File: src/rtl/uart_pkg.sv
// Shared UART definitions used by both the receive and transmit paths:
// frame width, default baud divider, FSM state encoding and parity helper.
package uart_pkg;

    localparam int DATA_W       = 8;
    localparam int BAUD_DIV_DEF = 5208;
    localparam int HALF_DIV_DEF = BAUD_DIV_DEF / 2;

    localparam logic [2:0] ST_IDLE_ENC   = 3'd0;
    localparam logic [2:0] ST_START_ENC  = 3'd1;
    localparam logic [2:0] ST_DATA_ENC   = 3'd2;
    localparam logic [2:0] ST_PARITY_ENC = 3'd3;
    localparam logic [2:0] ST_STOP_ENC   = 3'd4;

    typedef enum logic [2:0] {
        ST_IDLE   = ST_IDLE_ENC,
        ST_START  = ST_START_ENC,
        ST_DATA   = ST_DATA_ENC,
        ST_PARITY = ST_PARITY_ENC,
        ST_STOP   = ST_STOP_ENC
    } uart_state_e;

    // Even parity: the parity bit that makes the total count of ones even.
    function automatic logic parity_even(input logic [DATA_W-1:0] data);
        return ^data;
    endfunction

endpackage

File: src/rtl/uart_rx_core_if.sv
// Receive-side bundle: the serial pin plus the parallel byte, strobe and status
// presented to user logic. The slave modport is the receiver's view.
interface uart_rx_core_if
    import uart_pkg::*;
#(
    parameter int DW = DATA_W
);

    logic          rx_serial;
    logic [DW-1:0] rx_data;
    logic          rx_valid;
    logic          rx_parity_err;
    logic          rx_frame_err;
    logic          rx_busy;

    modport slave (
        input  rx_serial,
        output rx_data,
        output rx_valid,
        output rx_parity_err,
        output rx_frame_err,
        output rx_busy
    );

    modport master (
        output rx_serial,
        input  rx_data,
        input  rx_valid,
        input  rx_parity_err,
        input  rx_frame_err,
        input  rx_busy
    );

endinterface

File: src/rtl/uart_rx_sync.sv
// Brings the asynchronous serial pin into the clock domain and flags falling edges.
// All flops reset to 1 so an idle line never looks like a start edge after reset.
module uart_rx_sync (
    input  logic clk,
    input  logic rst,
    input  logic rx_serial_i,
    output logic rx_s_o,
    output logic fall_edge_o
);

    logic meta_q;
    logic sync_q;
    logic prev_q;

    always_ff @(posedge clk or posedge rst) begin
        if (rst) begin
            meta_q <= 1'b1;
            sync_q <= 1'b1;
            prev_q <= 1'b1;
        end else begin
            meta_q <= rx_serial_i;
            sync_q <= meta_q;
            prev_q <= sync_q;
        end
    end

    assign rx_s_o      = sync_q;
    // Requiring prev_q high keeps a held-low (break) line from re-triggering.
    assign fall_edge_o = prev_q & ~sync_q;

endmodule

File: src/rtl/uart_rx_core.sv
// UART receiver: start/8 data LSB first/even parity/stop, centre-sampled off a
// baud down-to-tick counter, delivering the byte with a one-cycle valid strobe.
//
//  state     | meaning
//  ----------+-----------------------------------------------------------
//  ST_IDLE   | line idle, waiting for a falling edge on the synchronised line
//  ST_START  | counting to the start-bit centre; high there means glitch
//  ST_DATA   | sampling DATA_W data bits, one per baud period, LSB first
//  ST_PARITY | sampling the parity bit
//  ST_STOP   | sampling the stop bit, then publishing byte and error flags
module uart_rx_core
    import uart_pkg::*;
#(
    parameter int BAUD_DIV = BAUD_DIV_DEF,
    parameter int HALF_DIV = BAUD_DIV / 2
)(
    input  logic             clk,
    input  logic             rst,
    uart_rx_core_if.slave    rx_if
);

    localparam int CNT_W = $clog2(BAUD_DIV);
    localparam int BIT_W = (DATA_W > 1) ? $clog2(DATA_W) : 1;

    localparam logic [CNT_W-1:0] BAUD_LAST = CNT_W'(BAUD_DIV - 1);
    localparam logic [CNT_W-1:0] HALF_LAST = CNT_W'(HALF_DIV - 1);
    localparam logic [BIT_W-1:0] BIT_LAST  = BIT_W'(DATA_W - 1);

    logic rx_s;
    logic fall_edge;

    uart_rx_sync u_sync (
        .clk         (clk),
        .rst         (rst),
        .rx_serial_i (rx_if.rx_serial),
        .rx_s_o      (rx_s),
        .fall_edge_o (fall_edge)
    );

    uart_state_e       state_q,     state_d;
    logic [CNT_W-1:0]  baud_cnt_q,  baud_cnt_d;
    logic [BIT_W-1:0]  bit_cnt_q,   bit_cnt_d;
    logic [DATA_W-1:0] shreg_q,     shreg_d;
    logic              par_bit_q,   par_bit_d;
    logic [DATA_W-1:0] rx_data_q,   rx_data_d;
    logic              rx_valid_q,  rx_valid_d;
    logic              par_err_q,   par_err_d;
    logic              frm_err_q,   frm_err_d;
    logic              rx_busy_q,   rx_busy_d;

    logic baud_tick;
    logic half_tick;

    assign baud_tick = (baud_cnt_q == BAUD_LAST);
    assign half_tick = (baud_cnt_q == HALF_LAST);

    always_ff @(posedge clk or posedge rst) begin
        if (rst) begin
            state_q    <= ST_IDLE;
            baud_cnt_q <= '0;
            bit_cnt_q  <= '0;
            shreg_q    <= '0;
            par_bit_q  <= 1'b0;
            rx_data_q  <= '0;
            rx_valid_q <= 1'b0;
            par_err_q  <= 1'b0;
            frm_err_q  <= 1'b0;
            rx_busy_q  <= 1'b0;
        end else begin
            state_q    <= state_d;
            baud_cnt_q <= baud_cnt_d;
            bit_cnt_q  <= bit_cnt_d;
            shreg_q    <= shreg_d;
            par_bit_q  <= par_bit_d;
            rx_data_q  <= rx_data_d;
            rx_valid_q <= rx_valid_d;
            par_err_q  <= par_err_d;
            frm_err_q  <= frm_err_d;
            rx_busy_q  <= rx_busy_d;
        end
    end

    always_comb begin
        state_d    = state_q;
        baud_cnt_d = baud_cnt_q + 1'b1;
        bit_cnt_d  = bit_cnt_q;
        shreg_d    = shreg_q;
        par_bit_d  = par_bit_q;
        rx_data_d  = rx_data_q;
        rx_valid_d = 1'b0;
        par_err_d  = par_err_q;
        frm_err_d  = frm_err_q;

        unique case (state_q)
            ST_IDLE: begin
                baud_cnt_d = '0;
                bit_cnt_d  = '0;
                if (fall_edge) begin
                    state_d = ST_START;
                end
            end

            ST_START: begin
                if (half_tick) begin
                    baud_cnt_d = '0;
                    state_d    = rx_s ? ST_IDLE : ST_DATA;
                end
            end

            ST_DATA: begin
                if (baud_tick) begin
                    baud_cnt_d = '0;
                    shreg_d    = {rx_s, shreg_q[DATA_W-1:1]};
                    if (bit_cnt_q == BIT_LAST) begin
                        bit_cnt_d = '0;
                        state_d   = ST_PARITY;
                    end else begin
                        bit_cnt_d = bit_cnt_q + 1'b1;
                    end
                end
            end

            ST_PARITY: begin
                if (baud_tick) begin
                    baud_cnt_d = '0;
                    par_bit_d  = rx_s;
                    state_d    = ST_STOP;
                end
            end

            // Leaving at the stop-bit centre leaves half a bit to catch the next start edge.
            ST_STOP: begin
                if (baud_tick) begin
                    baud_cnt_d = '0;
                    rx_data_d  = shreg_q;
                    par_err_d  = parity_even(shreg_q) ^ par_bit_q;
                    frm_err_d  = ~rx_s;
                    rx_valid_d = 1'b1;
                    state_d    = ST_IDLE;
                end
            end

            default: begin
                baud_cnt_d = '0;
                state_d    = ST_IDLE;
            end
        endcase

        rx_busy_d = (state_d != ST_IDLE);
    end

    assign rx_if.rx_data       = rx_data_q;
    assign rx_if.rx_valid      = rx_valid_q;
    assign rx_if.rx_parity_err = par_err_q;
    assign rx_if.rx_frame_err  = frm_err_q;
    assign rx_if.rx_busy       = rx_busy_q;

endmodule
File: src/flat_wrapper.sv
// flat-port wrapper written by rule: the top's interface ports become plain ports
module uart_rx_core_flat import uart_pkg::*;
#(
    parameter int BAUD_DIV = BAUD_DIV_DEF,
    parameter int HALF_DIV = BAUD_DIV / 2
)
  (clk, rst, rx_if_rx_serial, rx_if_rx_data, rx_if_rx_valid, rx_if_rx_parity_err, rx_if_rx_frame_err, rx_if_rx_busy);
  uart_rx_core_if rx_if_i ();
  input  logic clk;
  input  logic rst;
  input wire logic [$bits(rx_if_i.rx_serial)-1:0] rx_if_rx_serial;
  output wire logic [$bits(rx_if_i.rx_data)-1:0] rx_if_rx_data;
  output wire logic [$bits(rx_if_i.rx_valid)-1:0] rx_if_rx_valid;
  output wire logic [$bits(rx_if_i.rx_parity_err)-1:0] rx_if_rx_parity_err;
  output wire logic [$bits(rx_if_i.rx_frame_err)-1:0] rx_if_rx_frame_err;
  output wire logic [$bits(rx_if_i.rx_busy)-1:0] rx_if_rx_busy;
  assign rx_if_i.rx_serial = rx_if_rx_serial;
  assign rx_if_rx_data = rx_if_i.rx_data;
  assign rx_if_rx_valid = rx_if_i.rx_valid;
  assign rx_if_rx_parity_err = rx_if_i.rx_parity_err;
  assign rx_if_rx_frame_err = rx_if_i.rx_frame_err;
  assign rx_if_rx_busy = rx_if_i.rx_busy;
  uart_rx_core #(.BAUD_DIV(BAUD_DIV), .HALF_DIV(HALF_DIV)) u_core (.clk(clk), .rst(rst), .rx_if(rx_if_i));
endmodule
File: config.mk
export PLATFORM = sky130hd
export DESIGN_NAME = uart_rx_core_flat
export DESIGN_NICKNAME = d
export VERILOG_FILES = /design/src/rtl/uart_pkg.sv /design/src/rtl/uart_rx_core_if.sv /design/src/rtl/uart_rx_sync.sv /design/src/rtl/uart_rx_core.sv /design/src/flat_wrapper.sv
export SDC_FILE = /design/constraint.sdc
export NUM_CORES = 1
export LEC_CHECK = 0
export BUFFER_PORTS_ARGS = -buffer_cell sky130_fd_sc_hd__buf_4
export CAP_MARGIN = 25
export CORE_MARGIN = 5
export CORE_UTILIZATION = 48
export CTS_CLUSTER_SIZE = 25
export DETAILED_ROUTE_END_ITERATION = 10
export PLACE_DENSITY_LB_ADDON = 0.05
export SKIP_CTS_REPAIR_TIMING = 1
export SLEW_MARGIN = 40
export SYNTH_ARGS = -nofsm -noshare
export SYNTH_HDL_FRONTEND = slang
export SYNTH_SLANG_ARGS = --single-unit
File: constraint.sdc
create_clock -name clk -period 2.2 [get_ports clk]
set_clock_uncertainty 0.2 [all_clocks]
set_input_delay 0.33 -clock clk [delete_from_list [all_inputs] [get_ports clk]]
set_output_delay 0.33 -clock clk [all_outputs]
set_load 0.005 [all_outputs]
==> reports/metrics.csv, run 1 <==
stage;metric;value;unit
synthesis;top cells by area, synth;dfrtp_1 (49%), mux2_2 (6.1%), xnor2_1 (6.0%);
power;PwrDens;710;mW/mm^2
layout;share of cells above drive strength 1;28.0;%
critical_path;Setup CP Type;reg2reg;
sta;Final Setup Violations;0;
drt;Routed WL;3.76;mm
synthesis;EDFF count, synth;0;
sta;Max-Slew Margin vs Limit;64.8;%
floorplanning;core area;0.00406;sq mm
sta;FMAX;0.494;GHz
drt;DRC viols;0;
placed_design;RePlAce Congestion;0.785;
synthesis;Synth Cell Area;0.00204;sq mm
hold_path;HP Class;in2async;
critical_path;Critical Path Fanout Max;6;
floorplanning;Starting Density;50.3;%
global_route;initial antenna violation count;0;
cts;H-tree levels;2;
drt;DRT Pass-1 Iters;4;
cts;clock root cell;clkbuf_8;
layout;diode count;0;
layout;Layout Utilization;57.2;%
placed_design;Buffers on Ports;14;
synthesis;Yosys top cell by area;dfrtp_1;
status;status;complete, but fails checks;
layout;Multi-input gate area;902;sq um
layout;commonest non-fill, non-tap cell in the layout;dfrtp_1;
synthesis;top_reg_cell synth;dfrtp_1;
synthesis;Seq/Total Area, Yosys;52.9;%
sta;Post-Route Setup TNS;0;ps
synthesis;Synth Instances;168;
sta;minimum clock period;2020;ps
global_route;Remaining Overflow, GRT;0;
global_route;largest net degree at the start of global routing;44;
layout;most frequent cells in the layout;dfrtp_1 (40), buf_4 (18), nor2_1 (16);
layout;P&R area growth vs syn;13.7;%
global_route;number of global-route vias before repair;1405;
synthesis;synth warn;0;
power;leak pwr;0.00110;uW
placed_design;DP Wirelength;2.69;mm
critical_path;Critical Path RT;2190;ps
cts;CTS clock-pin slew for the worst setup and hold paths;90;ps
synthesis;Synth cell types;38;
global_route;Tot GR Track Use;15.6;%
layout;Fillers;348;
synthesis;Yosys top cell area share;49.1;%
critical_path;Crit. End Element;flop;
cts;Skew-Pair Late Insertion Delay;290;ps
layout;Seq. cell area;0.00108;sq mm
floorplanning;die width;75.2;um
status;violated checks;hold timing;
drt;Via density;5.39;
cts;CTS Buffer Depth;2;
job;MaxCap Viol Count;0;
layout;Final #Nets;194;
floorplanning;die height;75.2;um
sta;worst hold margin;-29.3;ps
synthesis;post-synthesis register bit count;43;
drt;drt first-iter violations;77;
drt;wire length per cell;15.7;um
synthesis;Mapped Avg Cell Area;12.1;sq um
cts;TritonCTS Buffers;5;
sta;worst slew pin tran;527;ps
sta;final worst-path cycle share;92.0;%
floorplanning;IO Count;15;
critical_path;Worst Path Arrival;2010;ps
drt;Vias;1288;
synthesis;Syn Nets;174;
cts;clk sinks;43;
sta;fin. max-slew vios;0;
sta;final hold vios;40;
synthesis;post-synthesis async set-or-reset flop share;100;%
sta;RSZ-0062 raised after global routing;no;
power;peak supply drop;417;uV
drt;Final ANT Viol Nets;0;
floorplanning;Die ar.;0.00565;sq mm
floorplanning;Rows;23;
critical_path;crit start category;flop;
global_route;first-pass GRT wire length;6.60;mm
cts;CTS tree;done;
[synthesized netlist by cell type (2+ instances only)]
cell,count
dfrtp_1,40
o21ai_0,3
nor4_1,3
nand2_1,7
nor3_1,4
ha_1,3
nor2_1,16
mux2_1,6
nor3b_1,3
nor2b_1,2
a211oi_1,2
xnor2_1,14
dfstp_2,3
and4bb_2,7
inv_1,7
nand3_1,6
nand4_1,3
o31ai_1,2
buf_2,4
xor2_1,3
mux2_2,11
nand3b_1,3
[layout make-up]
| class | count | area share [%] |
|---|---|---|
| sequential | 43 | 46.5 |
| inverter | 7 | 1.13 |
| tap | 50 | 2.70 |
| clock buffer | 7 | 4.15 |
| multi-input combinational | 112 | 38.9 |
| clock inverter | 1 | 0.324 |
| timing repair buffer | 19 | 6.26 |
[kinds of logic after synthesis]
kind of cell	Yosys count	share of synthesized area (%)
mux	19	10.6
simple gates	60	19.3
flops	43	52.9
fa+ha+maj	3	1.84
buf+inv	13	2.82
xor+xnor	18	8.41
compound gates	12	4.11
[routing by layer]
metal / vias to the layer above / track usage [%] / share of wire (%)
li1: 638 / - / -
met1: 630 / 19.7 / 45
met2: 16 / 25.4 / 51
met3: 4 / 4.14 / 2.6
met4: 0 / 6.60 / 1.0
met5: - / 0 / 0
[flip-flops by register name (all words and copies together), names as in the netlist, 3 cells and up]
signal and flops:
u_core.rx_if.rx_data 8, u_core.state_q 3, u_core.baud_cnt_q 13, u_core.bit_cnt_q 3, u_core.shreg_q 8
[worst max-delay path: stages (launching register included)]
cell and delay (ps):
dfrtp_1 390, ha_1 270, and4bb_2 260, nand3_2 70, or4_4 430, mux2_4 310
[through the flow]
step | worst slack [ps] | total power, uW | std cells | hold WS [ps] | area [sq um]
5_1_grt | 79.1 | 1730 | 239 | 31.9 | 2320
6_report | 175 | 1650 | 239 | -29.3 | 2320
4_1_cts | 177 | 1670 | 238 | -64.3 | 2310
3_5_place_dp | 183 | 1110 | 230 | 151 | 2210
2_1_floorplan | 210 | 1060 | 168 | 134 | 2040
3_3_place_gp | 227 | 1100 | 230 | 148 | 2210
[worst paths after layout]
kind | endpoint | slack, ps | from | cells after the start
min | u_core.rx_if.rx_valid$_DFF_PP0_ | -30 | rst | 3
max | u_core.par_bit_q$_DFFE_PP0P_ | 180 | u_core.baud_cnt_q[0]$_DFF_PP0_ | 5
max in group asynchronous | u_core.u_sync.meta_q$_DFF_PP1_ | 1460 | rst | 3
min reg2reg | u_core.u_sync.rx_s_o$_DFF_PP1_ | 160 | u_core.u_sync.meta_q$_DFF_PP1_ | 0
min in group clk | u_core.u_sync.rx_s_o$_DFF_PP1_ | 160 | u_core.u_sync.meta_q$_DFF_PP1_ | 0
max reg2reg | u_core.par_bit_q$_DFFE_PP0P_ | 180 | u_core.baud_cnt_q[0]$_DFF_PP0_ | 5
[report_power, final]
group / switching [uW] / internal (uW) / total [uW]
registers: 72.9 / 844 / 917
clock network: 264 / 286 / 550
logic: 102 / 79.7 / 182
total: 439 / 1210 / 1650
Note: power is estimated with default switching activity, not from simulation.
==> inputs of run 2 (changes only) <==
--- a/config.mk
+++ b/config.mk
@@ -7,13 +7,14 @@
 export LEC_CHECK = 0
 export BUFFER_PORTS_ARGS = -buffer_cell sky130_fd_sc_hd__buf_4
 export CAP_MARGIN = 25
+export CORE_ASPECT_RATIO = 0.5
 export CORE_MARGIN = 5
 export CORE_UTILIZATION = 48
 export CTS_CLUSTER_SIZE = 25
 export DETAILED_ROUTE_END_ITERATION = 10
 export PLACE_DENSITY_LB_ADDON = 0.05
+export RECOVER_POWER = 50
 export SKIP_CTS_REPAIR_TIMING = 1
-export SLEW_MARGIN = 40
 export SYNTH_ARGS = -nofsm -noshare
 export SYNTH_HDL_FRONTEND = slang
 export SYNTH_SLANG_ARGS = --single-unit
==> run 2 against run 1 <==
  * The run now ends clean
  * Register-to-register slack is essentially flat
  * Via count fell by 2.5%
  * Wire length shrank 7.0%
  * Core utilization grew 1.1 points
  * Highest routed layer unchanged
==> reports/metrics.csv, run 2 (same netlist as run 1, synthesis figures left out) <==
stage;metric;value;unit
sta;Final Setup Violations;0;
critical_path;crit start category;flop;
layout;Layout Utilization;58.3;%
drt;Routed WL;3.50;mm
layout;Largest Register;u_core.baud_cnt_q;
power;Sequential Power Share;53.4;%
drt;Via density;5.17;
sta;Max-Slew Margin vs Limit;30.7;%
sta;RSZ-0062 raised after global routing;no;
critical_path;Crit. End Element;flop;
sta;worst slew pin tran;1040;ps
global_route;largest net degree at the start of global routing;44;
placed_design;area post-placement;0.00221;sq mm
drt;wire length per cell;14.4;um
cts;Skew-Pair Late Insertion Delay;300;ps
placed_design;RePlAce Congestion;0.709;
cts;H-tree levels;2;
layout;Final #Nets;194;
critical_path;Worst Setup EP;u_core.par_bit_q$_DFFE_PP0P_;
floorplanning;Rows;16;
layout;commonest non-fill, non-tap cell in the layout;dfrtp_1;
floorplanning;die width;102;um
power;NetSw;451;uW
power;Clock power frac;36.4;%
floorplanning;IO Count;15;
floorplanning;die height;56.1;um
drt;DRC viols;0;
status;status;finished, final reports clean;
power;PwrDens;735;mW/mm^2
critical_path;Critical Path RT;2180;ps
drt;Vias;1256;
critical_path;Crit. Startpoint;u_core.baud_cnt_q[0]$_DFF_PP0_;
floorplanning;core area;0.00400;sq mm
floorplanning;Die ar.;0.00573;sq mm
layout;P&R area growth vs syn;14.4;%
hold_path;HP Class;in2async;
critical_path;Setup CP Type;reg2reg;
power;combinational share of power;10.2;%
critical_path;reg2reg start;u_core.baud_cnt_q[0]$_DFF_PP0_;
layout;diode count;0;
cts;clock root cell;clkbuf_8;
power;total power draw;1720;uW
layout;share of cells above drive strength 1;27.5;%
global_route;first-pass GRT wire length;6.39;mm
layout;max reg flops;13;
sta;FMAX;0.494;GHz
global_route;initial antenna violation count;0;
cts;TritonCTS Buffers;5;
power;leak pwr;0.00110;uW
global_route;number of global-route vias before repair;1270;
drt;DRT Pass-1 Iters;4;
global_route;Tot GR Track Use;14.2;%
sta;Post-Route Setup TNS;0;ps
critical_path;R2R depth;5;
sta;fin. max-slew vios;0;
drt;Final ANT Viol Nets;0;
sta;final hold vios;0;
global_route;Remaining Overflow, GRT;0;
critical_path;Worst Path Arrival;2010;ps
cts;CTS tree;done;
power;switch share;26.3;%
floorplanning;Starting Density;50.9;%
critical_path;Critical Path Fanout Max;6;
placed_design;Buffers on Ports;14;
power;peak supply drop;320;uV
sta;minimum clock period;2030;ps
critical_path;Worst R2R End;u_core.par_bit_q$_DFFE_PP0P_;
layout;finished layout cell area;0.00233;sq mm
drt;drt first-iter violations;54;
cts;CTS Buffer Depth;2;
job;MaxCap Viol Count;0;
power;Internal;1260;uW
cts;CTS clock-pin slew for the worst setup and hold paths;90;ps
placed_design;DP Wirelength;2.40;mm
sta;worst hold margin;153;ps
critical_path;flop-to-flop setup slack;170;ps
cts;clk sinks;43;
sta;final worst-path cycle share;92.1;%
layout;most frequent cells in the layout;dfrtp_1 (40), nor2_1 (16), xnor2_1 (14);
## run 2: through the flow
stage / cells / worst slack (ps)
3_5_place_dp: 234 / 175
6_report: 243 / 174
2_1_floorplan: 168 / 210
4_1_cts: 242 / 161
5_1_grt: 243 / 78.0
3_3_place_gp: 234 / 219
## run 2: how the worst min path moves through the flow
stage	endpoint	slack, ps	depth (start not counted)
floorplan	u_core.u_sync.meta_q$_DFF_PP1_	130	0
global placement	u_core.u_sync.rx_s_o$_DFF_PP1_	150	0
CTS	u_core.u_sync.meta_q$_DFF_PP1_	-80	1
finish	u_core.rx_if.rx_data[3]$_DFFE_PP0P_	150	3
detailed placement	u_core.u_sync.rx_s_o$_DFF_PP1_	150	0
global route	u_core.u_sync.rx_s_o$_DFF_PP1_	170	0
## run 2: per-layer routing
layer,global-route usage [%],vias to the layer above,part of all wire [%],wire (um)
met5,0,-,0,0
met3,5.01,5,3.8,133
met1,21.5,607,54,1880
li1,-,630,-,-
met4,3.93,0,1.1,40
met2,18.8,14,41,1440
## run 2: area by class of cell
type                            count  area [sq um]
Clock inverter                      3          46.3
Sequential cell                    43          1080
Fill cell                         349          1670
Multi-Input combinational cell    112           902
Clock buffer                        5          68.8
Timing Repair Buffer               19           143
Inverter                            7          26.3
Tap cell                           54          67.6
## run 2: critical path, cell delays in order (launching register included)
cell	delay (ps)
dfrtp_1	390
ha_1	270
and4bb_2	260
nand3_2	70
or4_4	430
mux2_4	300
## run 2: power groups by stage
stage	Sequential, uW	Clock (uW)	Combinational, uW
finish	916	625	174
global route	929	687	204
CTS	917	647	178
detailed placement	933	0	176
global placement	929	0	174
floorplan	896	0	165
